--- config.mk ---
export PLATFORM = sky130hd
export DESIGN_NAME = homework_lut3
export DESIGN_NICKNAME = d
export VERILOG_FILES = /design/src/rtl/homework_lut3_pkg.sv /design/src/rtl/homework_lut3_stats.sv /design/src/rtl/homework_lut3.sv
export SDC_FILE = /design/constraint.sdc
export NUM_CORES = 1
export LEC_CHECK = 0
export CAP_MARGIN = 20
export CORE_AREA = 3 3 40 42
export DETAILED_ROUTE_END_ITERATION = 8
export DIE_AREA = 0 0 43 45
export DONT_BUFFER_PORTS = 1
export PLACE_DENSITY = 0.53
export SLEW_MARGIN = 20
export SYNTH_ARGS = -nofsm -noshare
export SYNTH_HDL_FRONTEND = slang
export SYNTH_SLANG_ARGS = --single-unit
--- constraint.sdc ---
create_clock -name clk -period 2.5 [get_ports clk]
set_input_delay 0.25 -clock clk [delete_from_list [all_inputs] [get_ports clk]]
set_output_delay 0.25 -clock clk [all_outputs]
set_load 0.01 [all_outputs]
--- src/rtl/homework_lut3_pkg.sv ---
// Shared constants and helpers for the homework_lut3 registered 3-input
// Boolean function cell. Truth-table bit i is the output for index i, where
// the index is {A1,A2,A3} with A1 as the MSB.
package homework_lut3_pkg;

  localparam int LUT_W = 8;
  localparam int IDX_W = 3;

  // Frequently used truth tables.
  localparam logic [LUT_W-1:0] LUT_MAJORITY = 8'hE8;
  localparam logic [LUT_W-1:0] LUT_AND3     = 8'h80;
  localparam logic [LUT_W-1:0] LUT_OR3      = 8'hFE;
  localparam logic [LUT_W-1:0] LUT_XOR3     = 8'h96;

  // Truth-table index formed from the three function inputs, A1 as MSB.
  function automatic logic [IDX_W-1:0] idx(input logic a1, input logic a2,
                                           input logic a3);
    return {a1, a2, a3};
  endfunction

endpackage

--- src/rtl/homework_lut3_stats.sv ---
// Saturating 16-bit counter of cycles on which the registered function
// output is 1. Instantiated by homework_lut3 only when
// HOMEWORK_LUT3_STATS_EN is defined.
module homework_lut3_stats (
  input  logic        clk,
  input  logic        reset,
  input  logic        inc,
  output logic [15:0] count
);

  // Count edges where the new Y is 1; hold at all-ones instead of wrapping.
  always_ff @(posedge clk) begin
    if (reset) begin
      count <= 16'd0;
    end else if (inc && (count != 16'hFFFF)) begin
      count <= count + 16'd1;
    end
  end

endmodule

--- src/rtl/homework_lut3.sv ---
// Registered 3-input Boolean function unit with a run-time programmable
// 8-entry truth table and a one-cycle rising-edge pulse on the output.
// Optional feature: define HOMEWORK_LUT3_STATS_EN to add y_count, a
// saturating count of cycles with Y=1.
module homework_lut3
  import homework_lut3_pkg::*;
#(
  parameter logic [LUT_W-1:0] LUT_INIT = LUT_MAJORITY
) (
  input  logic             clk,
  input  logic             reset,
  input  logic             A1,
  input  logic             A2,
  input  logic             A3,
  input  logic             cfg_we,
  input  logic [LUT_W-1:0] cfg_lut,
  output logic [LUT_W-1:0] lut_q,
  output logic             Y,
  output logic             y_rise
`ifdef HOMEWORK_LUT3_STATS_EN
  ,
  output logic [15:0]      y_count
`endif
);

  // Lookup uses the table currently held in lut_q, so a write on the same
  // edge only affects evaluations from the following edge onwards.
  logic y_next;
  assign y_next = lut_q[idx(A1, A2, A3)];

  // Table register, registered function output and rising-edge pulse.
  always_ff @(posedge clk) begin
    // NOTE: non-blocking assignments let every register here sample the
    // pre-edge values of the others (y_rise sees the old Y, Y the old table).
    if (reset) begin
      // NOTE: lut_q is a plain register, not a memory, so resetting it to
      // LUT_INIT is cheap and discards any programmed table.
      lut_q  <= LUT_INIT;
      Y      <= 1'b0;
      y_rise <= 1'b0;
    end else begin
      if (cfg_we) begin
        lut_q <= cfg_lut;
      end
      Y      <= y_next;
      y_rise <= y_next & ~Y;
    end
  end

`ifdef HOMEWORK_LUT3_STATS_EN
  homework_lut3_stats u_stats (
    .clk   (clk),
    .reset (reset),
    .inc   (y_next),
    .count (y_count)
  );
`endif

endmodule

==> metrics.md <==
| Metric | Value |
|---|---|
| DRC viols | 0 |
| Core Area | 1280 µm² |
| Num CTS Buffers | 3 |
| Synth cell count leaders | 10 x dfxtp_1, 8 x mux2i_1, 5 x nor2_1, 5 x nor2b_1, 4 x a211o_1 |
| PwrDens | 699 nW/µm² |
| Largest net degree at the start of global routing | 13 |
| RSZ-0062 raised after global routing | false |
| Slack of the critical path | 1.55 ns |
| Max H-tree Level | 1 |
| CTS tree | yes |
| Setup CP Type | reg -> reg |
| Hold WC Path Type | in -> reg |
| Worst path arrival time | 1.15 ns |
| Slew at the pin closest to its max-slew limit | 0.170 ns |
| Ys Warns | 0 |
| DP Area | 429 µm² |
| Syn Nets | 55 |
| Clock Latency Late Sink | 0.25 ns |
| Initial core utilization | 33.5% |
| Final Cell Area | 452 µm² |
| Fin cells | 56 |
| Cts hold-fix bufs | 0 |
| Source of the worst register-to-register timing path | lut_q[4] |
| Leak | 0.198 nW |
| Pre-Repair DR Iteration Count | 3 |
| TNS Setup | 0 ns |
| Cell taking the most area after synthesis | dfxtp_1 |
| Longest Clk Path Bufs | 2 |
| GRT Util Overall | 9.51% |
| Number of setup buffers added after CTS | 0 |
| Inserted Diodes | 0 |
| Share of the synthesized area in the top cell type | 46.5% |
| R2R depth | 3 |
| Hold path start | reset |
| Setup WS pre-CTS | 1.55 ns |
| Top cells by area in the synthesized netlist | dfxtp_1 47%, mux2i_1 19%, a211o_1 8.1% |
| Total number of vias | 290 |
| Io pins | 24 |
| Synth async-reset ratio | 0% |
| CP Cell Sequence | mux2i_1, a31oi_1, and4b_1 |
| Final nets | 57 |
| Worst vdd ir | 0.000258 V |
| R2R Setup Slk | 1.55 ns |
| Die Footprint | 1940 µm² |
| WL final | 844 µm |
| Final clock skew | 0.000947 ns |
| # resized after CTS | 0 |
| Synth-to-layout area growth | 4.94% |
| Max-cap violations | 0 |
| Max Slew Vio Count | 0 |
| Mapped Cells | 41 |
| Mapped cell area | 430 µm² |
| Filler instances | 140 |
| Slowest cell on crit path | dfxtp_1 |
| Sequential fraction of the synthesis area | 46.5% |
| Crit path largest cell delay | 0.41 ns |
| Clk pin slew, worst setup/hold paths | 0.06 ns |
| Routed Antenna Nets | 0 |
| WP buf/inv | 0 |
| GRT overflow | 0 |
| Initial antenna violation count | 0 |
| # rows | 13 |
| CP Launch Type | flip-flop |
| Crit path max-delay family | flip-flops |
| Minimum clock period | 0.950 ns |
| CP Capture Type | flip-flop |
| Layout cells sized above 1 | 12.2% |
| WL per Instance | 15.1 µm |
| Worst Hold Depth | 1 |
| DRT iter0 DRCs | 1 |
| First-pass GRT wire length | 1300 µm |
| Outcome | complete, no violations |
| EDFF count, synth | 0 |
| Cell count after placement | 53 |
| Routability cong. | 0.703 |
| Clock Sinks | 10 |
| Clk root buf | clkbuf_4 |
| Dominant synthesized flop cell | dfxtp_1 |
| Reg2reg end | y_rise |
| Hold WS | 0.0565 ns |
| Vias in the first global route | 296 |
| Unique masters post-synth | 14 |
| Final setup fails | 0 |
| Vias per cell | 5.18 |
| Post-synthesis register bit count | 10 |
| Max Freq | 1.05 GHz |
| Final Hold Vio Count | 0 |
| CP max FO | 3 |
| Die Ht | 45 µm |
| Hold-critical path endpoint | lut_q[2] |
| Avg Inst Size Synth | 10.5 µm² |
| Port bufs | 0 |
| Rel. slew slack | 88.3% |
| Most frequent cell after synthesis | dfxtp_1 |
| Req. time, crit path | 2.70 ns |
| DIE WIDTH | 43 µm |
| Tcrit/Tclk final | 38.0% |
## worst register-to-register path, cell delays in order, from the launching register on
cell and delay (ns):
dfxtp_1 0.41, mux2i_1 0.10, a31oi_1 0.19, and4b_1 0.20
## cells in the final DEF (no fill, tap or decap)
| cell | n |
|---|---|
| nor2_1 | 5 |
| inv_1 | 1 |
| nor2b_1 | 5 |
| and3_2 | 1 |
| a22oi_2 | 1 |
| a31oi_1 | 1 |
| dfxtp_1 | 10 |
| a211o_1 | 4 |
| clkbuf_4 | 3 |
| mux2i_1 | 8 |
| nand3_1 | 1 |
| and4b_1 | 1 |
## stage by stage
| step | total power [mW] | util, % |
|---|---|---|
| CTS | 0.322 | 35.2 |
| floorplan | 0.217 | - |
| detailed placement | 0.215 | 33.4 |
| finish | 0.316 | 35.2 |
| global route | 0.333 | 35.2 |
| global placement | 0.214 | 33.4 |
## cell type report
| class | count | area, µm² | area share (%) |
|---|---|---|---|
| sequential | 10 | 200 | 44.3 |
| multi-input combinational | 27 | 206 | 45.7 |
| inverter | 1 | 3.75 | 0.831 |
| clock buffer | 3 | 22.5 | 4.99 |
| tap | 15 | 18.8 | 4.16 |
## worst max path at each step
stage	depth (start not counted)	slack, ns	startpoint	to
2_1_floorplan	4	1.58	A3	Y
3_3_place_gp	3	1.57	lut_q[1]	y_rise
3_5_place_dp	3	1.55	lut_q[0]	y_rise
4_1_cts	3	1.53	lut_q[0]	y_rise
5_1_grt	3	1.44	lut_q[4]	y_rise
6_report	3	1.55	lut_q[4]	y_rise
## routing by layer
metal / vias to the layer above / GRT usage [%] / wire (µm)
li1: 145 / - / -
met1: 130 / 9.69 / 320
met2: 13 / 14.4 / 409
met3: 2 / 4.38 / 103
met4: 0 / 9.04 / 10
met5: - / 0 / 0
## flip-flops by register name (all words and copies together), names as in the netlist
signal and cells:
y_rise 1, Y 1, lut_q 8
## where the power goes
part           total (mW)  switching (mW)  internal, mW
logic              0.0252         0.00814        0.0171
clock network       0.105          0.0501        0.0554
registers           0.185          0.0140         0.171
total               0.316          0.0722         0.243
## kinds of logic after synthesis
| logic type | count (synthesis) | share of synthesized area, % |
|---|---|---|
| compound gates | 6 | 12.5 |
| buf+inv | 4 | 5.52 |
| flops | 10 | 46.5 |
| mux | 8 | 18.6 |
| simple gates | 13 | 16.9 |
(Power assumes the default switching activity.)
==> RTL edit: new RTL, same settings <==
The package constant `LUT_W` goes from 8 to 10.
--- a/src/rtl/homework_lut3_pkg.sv
+++ b/src/rtl/homework_lut3_pkg.sv
@@ -3,7 +3,7 @@
 // the index is {A1,A2,A3} with A1 as the MSB.
 package homework_lut3_pkg;
 
-  localparam int LUT_W = 8;
+  localparam int LUT_W = 10;
   localparam int IDX_W = 3;
 
   // Frequently used truth tables.
Interface: changed (resized cfg_lut and lut_q); port bits go from 24 to 28. No check against the original RTL was run, so the function may have changed too.
==> RTL edit against the unedited design <==
  * Sequential cell count up 2
  * Total power up 14%
  * Fmax down 1.5%
  * Cell count up 11%
  * Design area up 15%
  * Wire length up 15%
  * Synthesized area up 16%
  * Worst setup slack worse by 14 ps
  * Highest routed layer unchanged
==> RTL edit: results (changes against the unedited design) <==
| Metric | Value |
|---|---|
| Worst r2r path cells | 3 (unchanged) |
| HP Start | reset |
| Warnings, synthesis | 0 (unchanged) |
| Fill count | 132 (-5.7%) |
| Final net count | 65 (+14%) |
| Clk Latency, worst-skew pair | 260 ps |
| Primary FF master, synth | dfxtp_1 |
| Met2 wire len | 421 um (+2.9%) |
| Tot GR Track Use | 11.4% (+1.9 points) |
| Ratio of cells with drive above 1 in the final layout | 8.51% (-3.7 points) |
| First-pass DRT Iterations | 2 (-1) |
| Clock skew | 3.76 ps (+2.82 ps) |
| Commonest cells post-synth | dfxtp_1, mux2i_1, nor2_1, nor2b_1, a211o_1 |
| Biggest regs | lut_q: 10 flops, Y: 1 flops, y_rise: 1 flops |
| Htree depth | 1 (unchanged) |
| WL met3 | 158 um (+53%) |
| Sequential area share after synthesis | 48.1% (+1.6 points) |
| Port buffer count | 0 (unchanged) |
| Vias in the first global route | 334 (+13%) |
| CP arrival | 1170 ps (+20 ps) |
| Hold path depth | 1 (unchanged) |
| CP max FO | 3 (unchanged) |
| Clock-pin slew on the worst setup and hold paths | 70 ps |
| Root Driver | clkbuf_4 |
| Reg2reg end | y_rise$_SDFF_PP0_ |
| Worst-margin pin slew | 152 ps (-18.2 ps) |
| Hold path endpoint | lut_q[2]$_SDFFE_PP0P_ |
| Post_cts resized | 0 (unchanged) |
| Largest net degree at the start of global routing | 15 (+2) |
| DRC viols | 0 (unchanged) |
| Mapped Nets | 63 (+15%) |
| Top routing layer in use | met4 |
| Antenna violations before repair | 0 (unchanged) |
| Post-CTS setup repair buffer count | 0 (unchanged) |
| CTS max path bufs | 2 (unchanged) |
| Synth unique cells | 14 (unchanged) |
| Violation count after the first detailed-routing iteration | 3 (+2) |
| Routability cong. | 0.712 (+1.4%) |
| Worst hold path class | in -> reg |
| Reg-to-reg startpoint | lut_q[1]$_SDFFE_PP0P_ |
| Final WL | 972 um (+15%) |
| Top post-synthesis cells by area | dfxtp_1, mux2i_1, a211o_1 |
| Asr flop ratio synth | 0% (unchanged) |
| Pleak | 0.000230 uW (+16%) |
| TritonCTS Buffers | 3 (unchanged) |
| First-pass GRT wire length | 1570 um (+21%) |
| DR vias/cell | 5.35 (+3.4%) |
| Ant diodes | 0 (unchanged) |
| Maximum vdd drop | 305 uV (+18%) |
| Status | completed |
| Pre-CTS setup slack | 1550 ps (-1.00 ps) |
| Met1 wire length | 386 um (+21%) |
[RTL edit: changes by cell type after synthesis]
cell,before,now
dfxtp_1,10,12
mux2i_1,8,10
nor2_1,5,7
and3_1,0,1
and3_2,1,0
buf_2,1,0
buf_4,0,1
[RTL edit: area by class of cell]
class                           count  area [um2]  share of cell area, %
Multi-Input combinational cell     31         233                   44.9
Tap cell                           15        18.8                   3.62
Sequential cell                    12         240                   46.4
Clock buffer                        3        22.5                   4.35
Inverter                            1        3.75                  0.725
[RTL edit: how the worst max path moves through the flow]
stage / start / to / slack (ps) / cells after the start
final: lut_q[1]$_SDFFE_PP0P_ / y_rise$_SDFF_PP0_ / 1540 / 3
after global routing: lut_q[1]$_SDFFE_PP0P_ / y_rise$_SDFF_PP0_ / 1460 / 3
after CTS: lut_q[4]$_SDFFE_PP0P_ / y_rise$_SDFF_PP0_ / 1530 / 3
after detailed placement: lut_q[4]$_SDFFE_PP0P_ / y_rise$_SDFF_PP0_ / 1550 / 3
after global placement: lut_q[1]$_SDFFE_PP0P_ / y_rise$_SDFF_PP0_ / 1570 / 3
after floorplan: A3 / y_rise$_SDFF_PP0_ / 1590 / 4
[RTL edit: metal layers]
layer  GRT usage (%)  vias up
li1                -      164
met1            12.4      145
met2            15.9       21
met3            6.77        2
met4            9.04        0
met5               0        -
[RTL edit: kinds of logic after synthesis]
logic type | synth area share (%)
AO/OA/AOI/OAI | 10.8
buffers and inverters | 5.26
flip-flops | 48.1
multiplexers | 20.1
AND/OR/NAND/NOR | 15.8
[RTL edit: power by group]
group          switching, uW  internal (uW)
sequential              16.0            205
combinational           9.49           18.7
clock                   56.6           55.6
total                   82.1            279
[RTL edit: metrics by stage]
| stage | total power [uW] | util [%] | cell area, um2 | hold WS (ps) | instances |
|---|---|---|---|---|---|
| floorplan | 256 | - | 499 | 372 | 47 |
| global placement | 253 | 38.6 | 495 | 324 | 59 |
| detailed placement | 254 | 38.6 | 495 | 326 | 59 |
| CTS | 368 | 40.3 | 518 | 36.9 | 62 |
| global route | 378 | 40.3 | 518 | 33.8 | 62 |
| finish | 361 | 40.3 | 518 | 47.6 | 62 |
[RTL edit: worst max-delay path: stages, from the launching register on]
cell     delay [ps]
dfxtp_1         410
mux2i_1         110
a22oi_2         200
and4b_1         190
